$ cat config.mk
export PLATFORM = sky130hd
export DESIGN_NAME = apb_spi_fifo_regif
export DESIGN_NICKNAME = d
export VERILOG_FILES = /design/src/rtl/apb_spi_pkg.sv /design/src/rtl/spi_sync_fifo.sv /design/src/rtl/apb_spi_fifo_regif.sv
export SDC_FILE = /design/constraint.sdc
export NUM_CORES = 1
export LEC_CHECK = 0
export BUFFER_PORTS_ARGS = -buffer_cell sky130_fd_sc_hd__buf_2
export CAP_MARGIN = 20
export CORE_MARGIN = 8
export CORE_UTILIZATION = 30
export CTS_CLUSTER_SIZE = 25
export DETAILED_ROUTE_END_ITERATION = 8
export GPL_ROUTABILITY_DRIVEN = 0
export GPL_TIMING_DRIVEN = 0
export PLACE_DENSITY_LB_ADDON = 0.08
export SYNTH_ARGS = -nofsm -noshare
export SYNTH_HDL_FRONTEND = slang
export SYNTH_SLANG_ARGS = --single-unit
$ cat constraint.sdc
create_clock -name PCLK -period 5.25 [get_ports PCLK]
set_input_delay 0 -clock PCLK [delete_from_list [all_inputs] [get_ports PCLK]]
set_output_delay 0 -clock PCLK [all_outputs]
set_load 0.1 [all_outputs]
$ cat src/rtl/apb_spi_pkg.sv
// Shared constants for the APB SPI register interface: register map,
// write masks, reset values, bit positions and state encodings.
package apb_spi_pkg;

   // Register map (3-bit APB address space, 6 and 7 unmapped)
   localparam logic [2:0] ADDR_CR1 = 3'd0;
   localparam logic [2:0] ADDR_CR2 = 3'd1;
   localparam logic [2:0] ADDR_BR  = 3'd2;
   localparam logic [2:0] ADDR_SR  = 3'd3;
   localparam logic [2:0] ADDR_FCR = 3'd4;
   localparam logic [2:0] ADDR_DR  = 3'd5;

   // Reset values and write masks
   localparam logic [7:0] CR1_RESET = 8'h04;
   localparam logic [7:0] CR2_RESET = 8'h00;
   localparam logic [7:0] BR_RESET  = 8'h00;
   localparam logic [7:0] CR2_MASK  = 8'h1B;
   localparam logic [7:0] BR_MASK   = 8'h77;

   // FIFO level width: holds 0..8 for the largest legal depth
   localparam int LEVEL_W = 4;

   // CR1 bit positions
   localparam int CR1_SPIE  = 7;
   localparam int CR1_SPE   = 6;
   localparam int CR1_SPTIE = 5;
   localparam int CR1_MSTR  = 4;
   localparam int CR1_CPOL  = 3;
   localparam int CR1_CPHA  = 2;
   localparam int CR1_SSOE  = 1;
   localparam int CR1_LSBFE = 0;

   // CR2 bit positions
   localparam int CR2_MODFEN  = 4;
   localparam int CR2_SPISWAI = 1;

   // SR bit positions
   localparam int SR_SPIF   = 7;
   localparam int SR_SPTEF  = 5;
   localparam int SR_MODF   = 4;
   localparam int SR_TXFULL = 3;
   localparam int SR_RXOVF  = 2;

   // FCR command bits
   localparam int FCR_FLUSH_TX = 0;
   localparam int FCR_FLUSH_RX = 1;
   localparam int FCR_CLR_OVF  = 2;

   typedef enum logic [1:0] {
      MODE_RUN  = 2'b00,
      MODE_WAIT = 2'b01,
      MODE_STOP = 2'b10
   } spi_mode_e;

   typedef enum logic [1:0] {
      APB_IDLE   = 2'b00,
      APB_SETUP  = 2'b01,
      APB_ACCESS = 2'b10
   } apb_state_e;

endpackage

$ cat src/rtl/spi_sync_fifo.sv
// Single-clock FIFO with push/pop/flush. A pop on empty is ignored, a push
// on full is accepted only when a pop happens in the same cycle, and flush
// overrides both.
module spi_sync_fifo
   import apb_spi_pkg::*;
#(
   parameter int DATA_W     = 8,
   parameter int FIFO_DEPTH = 4
) (
   input  logic               clk,
   input  logic               rst_n,
   input  logic               push,
   input  logic               pop,
   input  logic               flush,
   input  logic [DATA_W-1:0]  wdata,
   output logic [DATA_W-1:0]  rdata,
   output logic               full,
   output logic               empty,
   output logic [LEVEL_W-1:0] level
);

   localparam int PTR_W = $clog2(FIFO_DEPTH);

   logic [DATA_W-1:0] mem [FIFO_DEPTH];
   logic [PTR_W-1:0]  wr_ptr;
   logic [PTR_W-1:0]  rd_ptr;
   logic              do_push;
   logic              do_pop;

   assign empty   = (level == '0);
   assign full    = (level == LEVEL_W'(FIFO_DEPTH));
   assign do_pop  = pop && !empty;
   assign do_push = push && (!full || do_pop);
   assign rdata   = mem[rd_ptr];

   // Storage write; contents need no reset since level gates visibility
   always_ff @(posedge clk) begin
      if (do_push && !flush) mem[wr_ptr] <= wdata;
   end

   // Pointers wrap naturally because the depth is a power of two
   always_ff @(posedge clk or negedge rst_n) begin
      if (!rst_n) begin
         wr_ptr <= '0;
         rd_ptr <= '0;
         level  <= '0;
      end else if (flush) begin
         wr_ptr <= '0;
         rd_ptr <= '0;
         level  <= '0;
      end else begin
         if (do_push) wr_ptr <= wr_ptr + PTR_W'(1);
         if (do_pop)  rd_ptr <= rd_ptr + PTR_W'(1);
         level <= level + LEVEL_W'(do_push) - LEVEL_W'(do_pop);
      end
   end

endmodule

$ cat src/rtl/apb_spi_fifo_regif.sv
// APB register interface of an SPI controller with TX/RX FIFOs.
// Handshake: tx_data is offered while tx_valid=1 and leaves the FIFO on a
// cycle with tx_valid&tx_ready; rx_data is taken on every rx_valid cycle
// (no backpressure) unless the block is in stop mode.
module apb_spi_fifo_regif
   import apb_spi_pkg::*;
#(
   parameter int DATA_W     = 8,
   parameter int FIFO_DEPTH = 4
) (
   input  logic              PCLK,
   input  logic              PRESETn,
   input  logic [2:0]        PADDR,
   input  logic              PSEL,
   input  logic              PENABLE,
   input  logic              PWRITE,
   input  logic [DATA_W-1:0] PWDATA,
   output logic [DATA_W-1:0] PRDATA,
   output logic              PREADY,
   output logic              PSLVERR,
   output logic [DATA_W-1:0] tx_data,
   output logic              tx_valid,
   input  logic              tx_ready,
   input  logic [DATA_W-1:0] rx_data,
   input  logic              rx_valid,
   input  logic              ss,
   input  logic              tip,
   output logic              mstr,
   output logic              cpol,
   output logic              cpha,
   output logic              lsbfe,
   output logic              spe,
   output logic              spiswai,
   output logic [2:0]        sppr,
   output logic [2:0]        spr,
   output logic [1:0]        spi_mode,
   output logic              spi_interrupt_request
);

   apb_state_e         apb_state;
   spi_mode_e          mode;
   logic [7:0]         cr1, cr2, br;
   logic               rxovf;
   logic               tx_full, tx_empty, rx_full, rx_empty;
   logic [LEVEL_W-1:0] tx_level, rx_level;
   logic [DATA_W-1:0]  rx_head;
   logic               access, err, wr_ok, rd_ok, fcr_wr;
   logic               tx_push, tx_pop, rx_push, rx_pop;
   logic               flush_tx, flush_rx, clr_ovf, ovf_set;
   logic               spif, sptef, modf;
   logic [7:0]         sr;
   logic [DATA_W-1:0]  rdata;

   // The access phase is the enable cycle that follows a recognised setup
   assign access = (apb_state == APB_SETUP) && PSEL && PENABLE;
   assign PREADY = access;

   // APB phase tracker; reset mid-transfer drops back to IDLE
   always_ff @(posedge PCLK or negedge PRESETn) begin
      if (!PRESETn) apb_state <= APB_IDLE;
      else begin
         case (apb_state)
            APB_IDLE:   apb_state <= (PSEL && !PENABLE) ? APB_SETUP : APB_IDLE;
            APB_SETUP:  apb_state <= (PSEL && PENABLE) ? APB_ACCESS :
                                     (PSEL ? APB_SETUP : APB_IDLE);
            APB_ACCESS: apb_state <= PSEL ? APB_SETUP : APB_IDLE;
            default:    apb_state <= APB_IDLE;
         endcase
      end
   end

   // Slave error decode for the current access
   always_comb begin
      err = 1'b0;
      if (access) begin
         case (PADDR)
            ADDR_CR1, ADDR_CR2, ADDR_BR: err = PWRITE && tip;
            ADDR_SR:                     err = PWRITE;
            ADDR_FCR:                    err = 1'b0;
            ADDR_DR:                     err = PWRITE ? tx_full : rx_empty;
            default:                     err = 1'b1;
         endcase
      end
   end
   assign PSLVERR = err;

   assign wr_ok    = access && PWRITE && !err;
   assign rd_ok    = access && !PWRITE && !err;
   assign fcr_wr   = wr_ok && (PADDR == ADDR_FCR);
   assign flush_tx = fcr_wr && PWDATA[FCR_FLUSH_TX];
   assign flush_rx = fcr_wr && PWDATA[FCR_FLUSH_RX];
   assign clr_ovf  = fcr_wr && PWDATA[FCR_CLR_OVF];
   assign tx_push  = wr_ok && (PADDR == ADDR_DR);
   assign tx_valid = !tx_empty && (mode != MODE_STOP);
   assign tx_pop   = tx_valid && tx_ready;
   assign rx_push  = rx_valid && (mode != MODE_STOP);
   assign rx_pop   = rd_ok && (PADDR == ADDR_DR);
   // A word is lost only if the RX FIFO stays full through this cycle
   assign ovf_set  = rx_push && rx_full && !rx_pop && !flush_rx;

   spi_sync_fifo #(.DATA_W(DATA_W), .FIFO_DEPTH(FIFO_DEPTH)) u_tx_fifo (
      .clk(PCLK), .rst_n(PRESETn), .push(tx_push), .pop(tx_pop), .flush(flush_tx),
      .wdata(PWDATA), .rdata(tx_data), .full(tx_full), .empty(tx_empty), .level(tx_level)
   );

   spi_sync_fifo #(.DATA_W(DATA_W), .FIFO_DEPTH(FIFO_DEPTH)) u_rx_fifo (
      .clk(PCLK), .rst_n(PRESETn), .push(rx_push), .pop(rx_pop), .flush(flush_rx),
      .wdata(rx_data), .rdata(rx_head), .full(rx_full), .empty(rx_empty), .level(rx_level)
   );

   // Control registers and the sticky overflow flag (clear beats set)
   always_ff @(posedge PCLK or negedge PRESETn) begin
      if (!PRESETn) begin
         cr1   <= CR1_RESET;
         cr2   <= CR2_RESET;
         br    <= BR_RESET;
         rxovf <= 1'b0;
      end else begin
         if (wr_ok) begin
            case (PADDR)
               ADDR_CR1: cr1 <= PWDATA[7:0];
               ADDR_CR2: cr2 <= PWDATA[7:0] & CR2_MASK;
               ADDR_BR:  br  <= PWDATA[7:0] & BR_MASK;
               default:  ;
            endcase
         end
         if (clr_ovf)      rxovf <= 1'b0;
         else if (ovf_set) rxovf <= 1'b1;
      end
   end

   // Low-power mode sequencer; the unused encoding recovers to run
   always_ff @(posedge PCLK or negedge PRESETn) begin
      if (!PRESETn) mode <= MODE_RUN;
      else begin
         case (mode)
            MODE_RUN:  if (!spe) mode <= MODE_WAIT;
            MODE_WAIT: if (spe) mode <= MODE_RUN;
                       else if (spiswai) mode <= MODE_STOP;
            MODE_STOP: if (spe) mode <= MODE_RUN;
                       else if (!spiswai) mode <= MODE_WAIT;
            default:   mode <= MODE_RUN;
         endcase
      end
   end

   assign spif  = !rx_empty;
   assign sptef = tx_empty;
   assign modf  = !ss && cr1[CR1_MSTR] && cr2[CR2_MODFEN] && !cr1[CR1_SSOE];
   assign sr    = {spif, 1'b0, sptef, modf, tx_full, rxovf, 2'b00};

   // Read data mux; zero outside a successful read access
   always_comb begin
      rdata = '0;
      if (rd_ok) begin
         case (PADDR)
            ADDR_CR1: rdata = DATA_W'(cr1);
            ADDR_CR2: rdata = DATA_W'(cr2);
            ADDR_BR:  rdata = DATA_W'(br);
            ADDR_SR:  rdata = DATA_W'(sr);
            ADDR_FCR: rdata = DATA_W'({rx_level, tx_level});
            ADDR_DR:  rdata = rx_head;
            default:  rdata = '0;
         endcase
      end
   end
   assign PRDATA = rdata;

   assign mstr     = cr1[CR1_MSTR];
   assign cpol     = cr1[CR1_CPOL];
   assign cpha     = cr1[CR1_CPHA];
   assign lsbfe    = cr1[CR1_LSBFE];
   assign spe      = cr1[CR1_SPE];
   assign spiswai  = cr2[CR2_SPISWAI];
   assign sppr     = br[6:4];
   assign spr      = br[2:0];
   assign spi_mode = mode;

   assign spi_interrupt_request = (cr1[CR1_SPIE] && (spif || modf || rxovf)) ||
                                  (cr1[CR1_SPTIE] && sptef);

endmodule

==> flow_summary.ini, run 1 <==
[synth]
synth_top_cell_by_area = edfxtp_1
synth.most_common_cell = edfxtp_1
syn-num-nets = 392
ys_async_sr_fraction = 0.379
synth_flop_cell = edfxtp_1
synthTopCellsByArea = edfxtp_1, dfrtp_1, mux4_2
synth_top_area_share = 0.387
synth.cell_area_um2 = 4960
ys_ff_latch = 103
yosys_warnings = 0
synth-edff-count = 64
ys_types = 59
seq_area_frac_synth = 0.584
avgSynthCellArea_um2 = 14.5
syn_inst = 343
yosys-top-cells-count = edfxtp_1, dfrtp_1, mux2_2, ha_1, nor2_1

[job]
max-cap-violations = 0

[pwr]
peakVddDrop_v = 0.000241
power.leakage_uw = 0.00250
total_power_uw = 2650
power_density_nw_per_um2 = 440

[grt]
grt_max_degree = 40
overflow = 0
grt_pass1_vias = 3325
grt_pass1_wl_um = 19400
antenna_found_initial = 0
grt_usage = 0.125

[cts]
cts_tree = yes
cts.sinks = 103
clk_pin_slew_ps = 70
cts_max_level = 3
clk_latency_ps = 350
cts_buffers = 9
ctsResizeCount = 0
cts_root_buf = clkbuf_16
clock_path_buffers = 2

[floorplanning]
initial_utilization = 0.303
core_area_um2 = 16300
die_h_um = 145
die_x_um = 145
io_pins = 62
die-area_um2 = 20900
fp-row-count = 47

[worst_setup_path]
cp_top_family = simple AND/OR/NAND/NOR gates
slowest_delay_ps = 590
critPathLaunchType = register
reg2reg_from = u_tx_fifo.level[3]
crit_fanout = 5
critical_path_class = register to output pin
worstPathCellList = inv_1 -> ha_1 -> nor3b_1 -> nand3_1 -> a21o_1 -> a21oi_1 -> buf_2
crit_arrival_ps = 2660
timing.critical_path.to_type = output pin
cpMaxStageDelayCell = nor3b_1
path_buf_inv = 2
worstPathRequired_ps = 5250
crit_start = u_tx_fifo.level[3]

[outcome]
run_status = completed

[drt]
ant_nets = 0
wirelength_um = 12300
via_per_inst = 4.62
dr.pass1.iters = 4
drt-wirelength-per-cell_um = 18.6
drcViolationCount = 0
vias = 3043
first_iter_violations = 117

[min_path]
worstHoldPathType = input port to register
min_from = PWDATA[1]

[layout]
nets = 483
area_growth_pct = 21.6
drive_above_1_share = 0.308
post-route-util = 0.369
fin_cells = 659
diodes = 0

[sta]
slew_violations = 0
finalHoldViolations = 0
period_share = 0.507
setup_violations = 0
rsz0062_at_grt = false
max_freq_mhz = 376
finClkSkew_ps = 5.38
slew_headroom = 0.521
final.min_clock_period_ps = 2660
worst_pin_slew_ps = 717
tns_ps = 0

[placed_design]
numPortBuffers = 59
dpl.hpwl_um = 9080
place_inst = 622
[logic make-up after synthesis]
family	share of synthesized area
multiplexers	0.133
adder cells (fa/ha/maj)	0.0580
AND/OR/NAND/NOR	0.118
buffers and inverters	0.0323
XOR/XNOR	0.0177
flip-flops	0.584
AO/OA/AOI/OAI	0.0570
[cells in the final DEF, fill, tap and decap left out, types with 6 or more instances in the layout]
cell type and instances:
a21o_1 7, a21oi_1 10, and2_1 8, and3_1 6, buf_2 66, clkbuf_16 9, dfrtp_1 38, dlygate4sd3_1 20
edfxtp_1 64, ha_1 19, inv_1 16, mux2_2 22, mux2i_1 12, mux4_2 13, nand2_1 14, nor2_1 17
nor2b_1 7, xnor2_1 9
[metal layers]
layer,track usage,vias up,routed length [µm]
met3,0.0264,16,534
met1,0.156,1500,5580
met2,0.209,56,5950
met4,0.0487,0,197
li1,-,1471,-
met5,0,-,0
[flip-flops by register name, indices dropped and copies added, names as in the netlist, 4 cells and up]
name             cells
u_tx_fifo.mem       32
u_tx_fifo.level      4
br                   6
cr2                  4
u_rx_fifo.mem       32
cr1                  8
u_rx_fifo.level      4
[report_power, final]
| part | leakage [µW] | switching [µW] | internal, µW |
|---|---|---|---|
| sequential | 0.00107 | 78.3 | 988 |
| combinational | 0.00129 | 626 | 318 |
| clock | 0.000136 | 314 | 327 |
| total | 0.00250 | 1020 | 1630 |
[layout make-up]
class / count / area (µm²)
Multi-Input combinational cell: 208 / 1900
Sequential cell: 103 / 2900
Buffer: 15 / 91.3
Fill cell: 1626 / 10300
Clock inverter: 7 / 53.8
Inverter: 17 / 68.8
Timing Repair Buffer: 80 / 515
Clock buffer: 9 / 225
Tap cell: 220 / 275
[worst reg2reg max path, cell delays in order, from the launching register on]
cell     delay (ps)
dfrtp_1         360
inv_1           120
ha_1            160
nor3b_1         590
nor3b_1         170
ha_1            320
inv_1            40
ha_1            210
fa_1            380
xnor2_1         140
nor2_1           50
[what timing repair did]
action / 4_1_cts / 5_1_grt
setup buffers: 0 / 0
hold buffers: 19 / 1
endpoints found under the hold margin: 110 / 2
[through the flow]
stage / area, µm² / setup slack [ps] / hold slack [ps]
after floorplan: 4960 / 1720 / -296
after global placement: 5530 / 2460 / 211
after detailed placement: 5530 / 2520 / 221
after CTS: 6000 / 2490 / 7.74
after global routing: 6030 / 2320 / 17.6
final: 6030 / 2590 / 3.73
[path summary, 6_finish.rpt]
| check | to | slack [ps] | cells past startpoint |
|---|---|---|---|
| worst min-delay path | u_tx_fifo.mem[3][1] | 4 | 1 |
| worst max-delay path | PRDATA[5] | 2590 | 7 |
| worst max register to register | u_tx_fifo.level[2] | 2590 | 10 |
| worst min register to register | cr2[0] | 520 | 1 |
| min in group asynchronous | u_rx_fifo.wr_ptr[1] | 520 | 3 |
| max in group asynchronous | cr1[2] | 4260 | 4 |
Power figures use the tool's default switching activity.
==> run 2, diff against run 1 <==
Clock period 5.25 ns to 2.8 ns, I/O delays scaled along.
==> run 2 against run 1 <==
  * Critical path depth unchanged
  * Flip-flop and latch count stayed put
  * Sequential power grew 88%
  * Setup slack got worse by 2300 ps
  * Utilization up 0.069 points
  * Non-clock buffer count fell by 3
  * Register-to-register slack worse by 2200 ps
  * Power rose by 91%
  * Via count increased by 0.56%
  * Clock skew is 1.7 ps higher
  * Die area unchanged
  * Combinational power rose by 88%
  * Critical path type unchanged
  * Largest cell class unchanged
  * Largest power group unchanged
==> flow_summary.ini, run 2 (synthesized netlist as in run 1, its figures left out) <==
[sta]
worst_pin_slew_ps = 968
setup_ws_ps = 301
max_freq_mhz = 400
slew_violations = 0
final.min_clock_period_ps = 2500
period_share = 0.892
slew_headroom = 0.355
rsz0062_at_grt = false
finalHoldViolations = 0
setup_violations = 0
finClkSkew_ps = 7.09

[min_path]
min_from = rx_valid
worstHoldPathType = input port to register

[cts]
clock_path_buffers = 2
cts.sinks = 103
clk_pin_slew_ps = 70
cts_buffers = 9
cts_max_level = 3
clk_latency_ps = 340
cts_tree = yes
cts_root_buf = clkbuf_16
cts_setup_buffers = 0

[layout]
layout_common_cells = buf_2, edfxtp_1, dfrtp_1
reg_top3 = u_rx_fifo.mem (32), u_tx_fifo.mem (32), cr1 (8)
post-route-util = 0.370
drive_above_1_share = 0.319
final_common_cell = buf_2
nets = 480
n_fill_cell = 1646
fin_cells = 656
fin_area_um2 = 6040
area_growth_pct = 21.8
diodes = 0

[worst_setup_path]
crit_arrival_ps = 2500
slowest_delay_ps = 480
critical_path_class = register to output pin
crit_start = u_rx_fifo.level[2]
worstPathRequired_ps = 2800
timing.critical_path.to_type = output pin
worstPathCellList = inv_1 -> ha_1 -> nor3b_1 -> nand3_1 -> nand4_1 -> a21oi_1 -> buf_2
critPathLaunchType = register
reg2reg_from = u_tx_fifo.level[3]
cpMaxStageDelayCell = buf_2
crit_fanout = 8

[floorplanning]
fp-row-count = 47
initial_utilization = 0.303
io_pins = 62
die_x_um = 145
core_area_um2 = 16300
die-area_um2 = 20900
die_h_um = 145

[grt]
grt_usage = 0.129
grt_max_degree = 40
grt_pass1_wl_um = 19700
antenna_found_initial = 0
overflow = 0
grt_pass1_vias = 3328

[outcome]
run_status = completed

[drt]
route.met2.wl_um = 6170
met1_length_um = 5500
vias = 3060
dr.pass1.iters = 4
drt-wirelength-per-cell_um = 18.8
drcViolationCount = 0
first_iter_violations = 130
via_per_inst = 4.66
wirelength_um = 12300
top_layer = met4
wl_met3_um = 565
ant_nets = 0

[pwr]
total_power_uw = 5060
power_density_nw_per_um2 = 837
peakVddDrop_v = 0.000515
power.leakage_uw = 0.00249

[placed_design]
dp_slack_ps = 50.9
place_inst = 622
dpl.hpwl_um = 9140
placed_cell_area_um2 = 5550
numPortBuffers = 59

[job]
max-cap-violations = 0
==> run 2: routing by layer <==
layer	global-route usage	up-vias
li1	-	1458
met1	0.164	1537
met2	0.216	58
met3	0.0300	7
met4	0.0312	0
met5	0	-
==> run 2: final cells by class <==
| cell class | instances | area (µm²) | share of cell area |
|---|---|---|---|
| clock buffers | 9 | 225 | 0.0373 |
| flip-flops and latches | 103 | 2900 | 0.480 |
| multi-input cells | 208 | 1930 | 0.319 |
| inverters | 17 | 68.8 | 0.0114 |
| well taps | 220 | 275 | 0.0456 |
| plain buffers | 15 | 91.3 | 0.0151 |
| repair buffers | 77 | 475 | 0.0787 |
| clock inverters | 7 | 77.6 | 0.0128 |
==> run 2: worst paths after layout <==
kind,to,slack [ps],depth (start not counted)
worst max-delay path,PRDATA[5],300,7
worst min-delay path,rxovf,20,3
worst max register to register,u_tx_fifo.level[2],390,10
worst min register to register,cr2[0],510,1
max in group asynchronous,cr2[0],1850,2
min in group asynchronous,apb_state[0],340,2
==> run 2: metrics by stage <==
step,hold slack [ps],TNS (ps)
after floorplan,-296,0
after global placement,212,-3.12
final,17.2,0
after global routing,29.1,0
after CTS,7.38,0
after detailed placement,217,0
==> run 2: critical path, delay by kind of cell (launching register included) <==
family	cells	cell delay, ps
DFF	1	380
adders and majority gates	1	210
buffers and inverters	2	550
AOI/OAI and AO/OA	1	340
and+or+nand+nor	3	670
==> run 2: power breakdown <==
group	total [µW]	switching (µW)	internal [µW]	leakage, µW
Combinational	1770	1190	587	0.00127
Sequential	2010	152	1850	0.00107
Clock	1280	574	703	0.000142
==> run 2: repair_timing <==
action	in CTS	in global routing
resized for setup	0	1
hold buffers	18	0
endpoints found under the hold margin	110	0
setup endpoints to repair	0	4
==> run 3, diff against run 2 <==
--- a/constraint.sdc
+++ b/constraint.sdc
@@ -3,2 +3,2 @@
 set_output_delay 0 -clock PCLK [all_outputs]
-set_load 0.1 [all_outputs]
+set_load 0.01 [all_outputs]
==> run 3 against run 2 <==
  * Critical path depth up 3
  * Design area is 0.10% lower
  * Count of clock-buffer cells in the layout did not move
  * Sequential share of layout area barely moved
  * Routed wire length is 0.53% lower
  * Register-to-register slack better by 30 ps
  * Utilization is essentially flat
  * Combinational power down 30%
  * Final cell count rose by 0.46%
  * Non-clock buffer count rose by 3
  * Setup slack gained 120 ps
  * Highest routed layer unchanged
==> flow_summary.ini, run 3 (synthesized netlist as in run 1, its figures left out) <==
[cts]
clock_path_buffers = 2
cts_setup_buffers = 0
cts_buffers = 9
cts_tree = yes
clk_latency_ps = 350
cts_root_buf = clkbuf_16
cts_max_level = 3
clk_pin_slew_ps = 70
cts.sinks = 103

[placed_design]
numPortBuffers = 59
place_inst = 622
dp_slack_ps = 71.5
dpl.hpwl_um = 9080

[layout]
layout_common_cells = buf_2, edfxtp_1, dfrtp_1
nets = 483
diodes = 0
area_growth_pct = 21.7
final_common_cell = buf_2
drive_above_1_share = 0.310
seqCellArea_um2 = 2900
n_fill_cell = 1626
fin_cells = 659
post-route-util = 0.369
reg_top3 = u_rx_fifo.mem (32), u_tx_fifo.mem (32), cr1 (8)
multi_input_area_um2 = 1910

[drt]
first_iter_violations = 119
ant_nets = 0
drt-wirelength-per-cell_um = 18.6
met1_length_um = 5580
wirelength_um = 12300
vias = 3053
top_layer = met4
wl_met3_um = 548
route.met2.wl_um = 5950
drcViolationCount = 0
dr.pass1.iters = 4
via_per_inst = 4.63

[worst_setup_path]
cpMaxStageDelayCell = fa_1
crit_fanout = 5
timing.critical_path.to_type = register
cp.depth = 10
worstPathCellList = inv_1 -> ha_1 -> nor3b_2 -> nor3b_1 -> ha_1 -> inv_1 -> ha_1 -> fa_1 -> xnor2_1 -> nor2_1
slowest_delay_ps = 380
cp_top_family = adder cells
cpMostUsedCell = ha_1
path_buf_inv = 2
critPathLaunchType = register
crit_arrival_ps = 2620
critical_path_class = register to register
reg2reg_depth = 10
worstPathRequired_ps = 3040

[sta]
hold_ws_ps = 3.05
period_share = 0.850
setup_ws_ps = 420
slew_headroom = 0.600
tns_ps = 0
worst_pin_slew_ps = 600
rsz0062_at_grt = false
max_freq_mhz = 420
finalHoldViolations = 0
slew_violations = 0
finClkSkew_ps = 7.38
final.min_clock_period_ps = 2380
setup_violations = 0

[grt]
grt_usage = 0.125
antenna_found_initial = 0
grt_max_degree = 40
grt_pass1_vias = 3325
overflow = 0
grt_pass1_wl_um = 19400

[pwr]
power.leakage_uw = 0.00250
peakVddDrop_v = 0.000357
power_density_nw_per_um2 = 737

[outcome]
run_status = completed

[job]
max-cap-violations = 0

[floorplanning]
die_h_um = 145
fp-row-count = 47
initial_utilization = 0.303
die-area_um2 = 20900
die_x_um = 145
io_pins = 62
core_area_um2 = 16300

[min_path]
worstHoldPathType = input port to register
whs_path_depth = 1
## run 3: cell types whose count changed in the layout (fill, tap and decap cells not counted), sizes merged
| cell | previous run | this run |
|---|---|---|
| dlygate4sd3 | 18 | 20 |
| clkinv | 1 | 3 |
| buf | 71 | 72 |
| clkinvlp | 2 | 1 |
| bufinv | 1 | 0 |
## run 3: repair_timing
item / CTS / global route
gates resized for setup: 0 / 1
setup endpoints to repair: 0 / 3
hold buffers: 19 / 1
hold endpoints to repair: 110 / 2
## run 3: report_power, final
part	total [µW]	leakage, µW	switching (µW)	internal [µW]
Combinational	1240	0.00129	640	598
Clock	1210	0.000136	593	613
Sequential	2000	0.00107	150	1850
Total	4450	0.00250	1380	3060
## run 3: area by class of cell
type | instances | share of cell area
repair buffers | 80 | 0.0854
clock buffers | 9 | 0.0373
flip-flops and latches | 103 | 0.480
clock inverters | 7 | 0.00891
well taps | 220 | 0.0456
plain buffers | 15 | 0.0151
inverters | 17 | 0.0114
multi-input cells | 208 | 0.316
## run 3: path summary, 6_finish.rpt
path	startpoint	to	slack [ps]
min in group asynchronous	PRESETn	u_rx_fifo.wr_ptr[1]	520
min	PWDATA[1]	u_tx_fifo.mem[3][1]	3
min reg2reg	cr2[0]	cr2[0]	520
max in group asynchronous	PRESETn	cr1[2]	1810
max reg2reg	u_tx_fifo.level[3]	u_tx_fifo.level[2]	420
max	u_tx_fifo.level[3]	u_tx_fifo.level[2]	420
## run 3: worst register-to-register path, cell delays in order, from the launching register on
cell     delay, ps
dfrtp_1        360
inv_1          120
ha_1           160
nor3b_2        360
nor3b_1        140
ha_1           300
inv_1           40
ha_1           210
fa_1           380
xnor2_1        140
nor2_1          50
## run 3: layer usage
layer  GRT usage  vias to the layer above
met1       0.156                     1513
met4      0.0487                        0
met5           0                        -
met3      0.0264                       16
met2       0.209                       54
li1            -                     1470
## run 3: metrics by stage
stage          area, µm²  total power, µW
2_1_floorplan       4960             2890
3_3_place_gp        5530             3260
3_5_place_dp        5530             3280
4_1_cts             6000             4530
5_1_grt             6040             4770
6_report            6040             4450
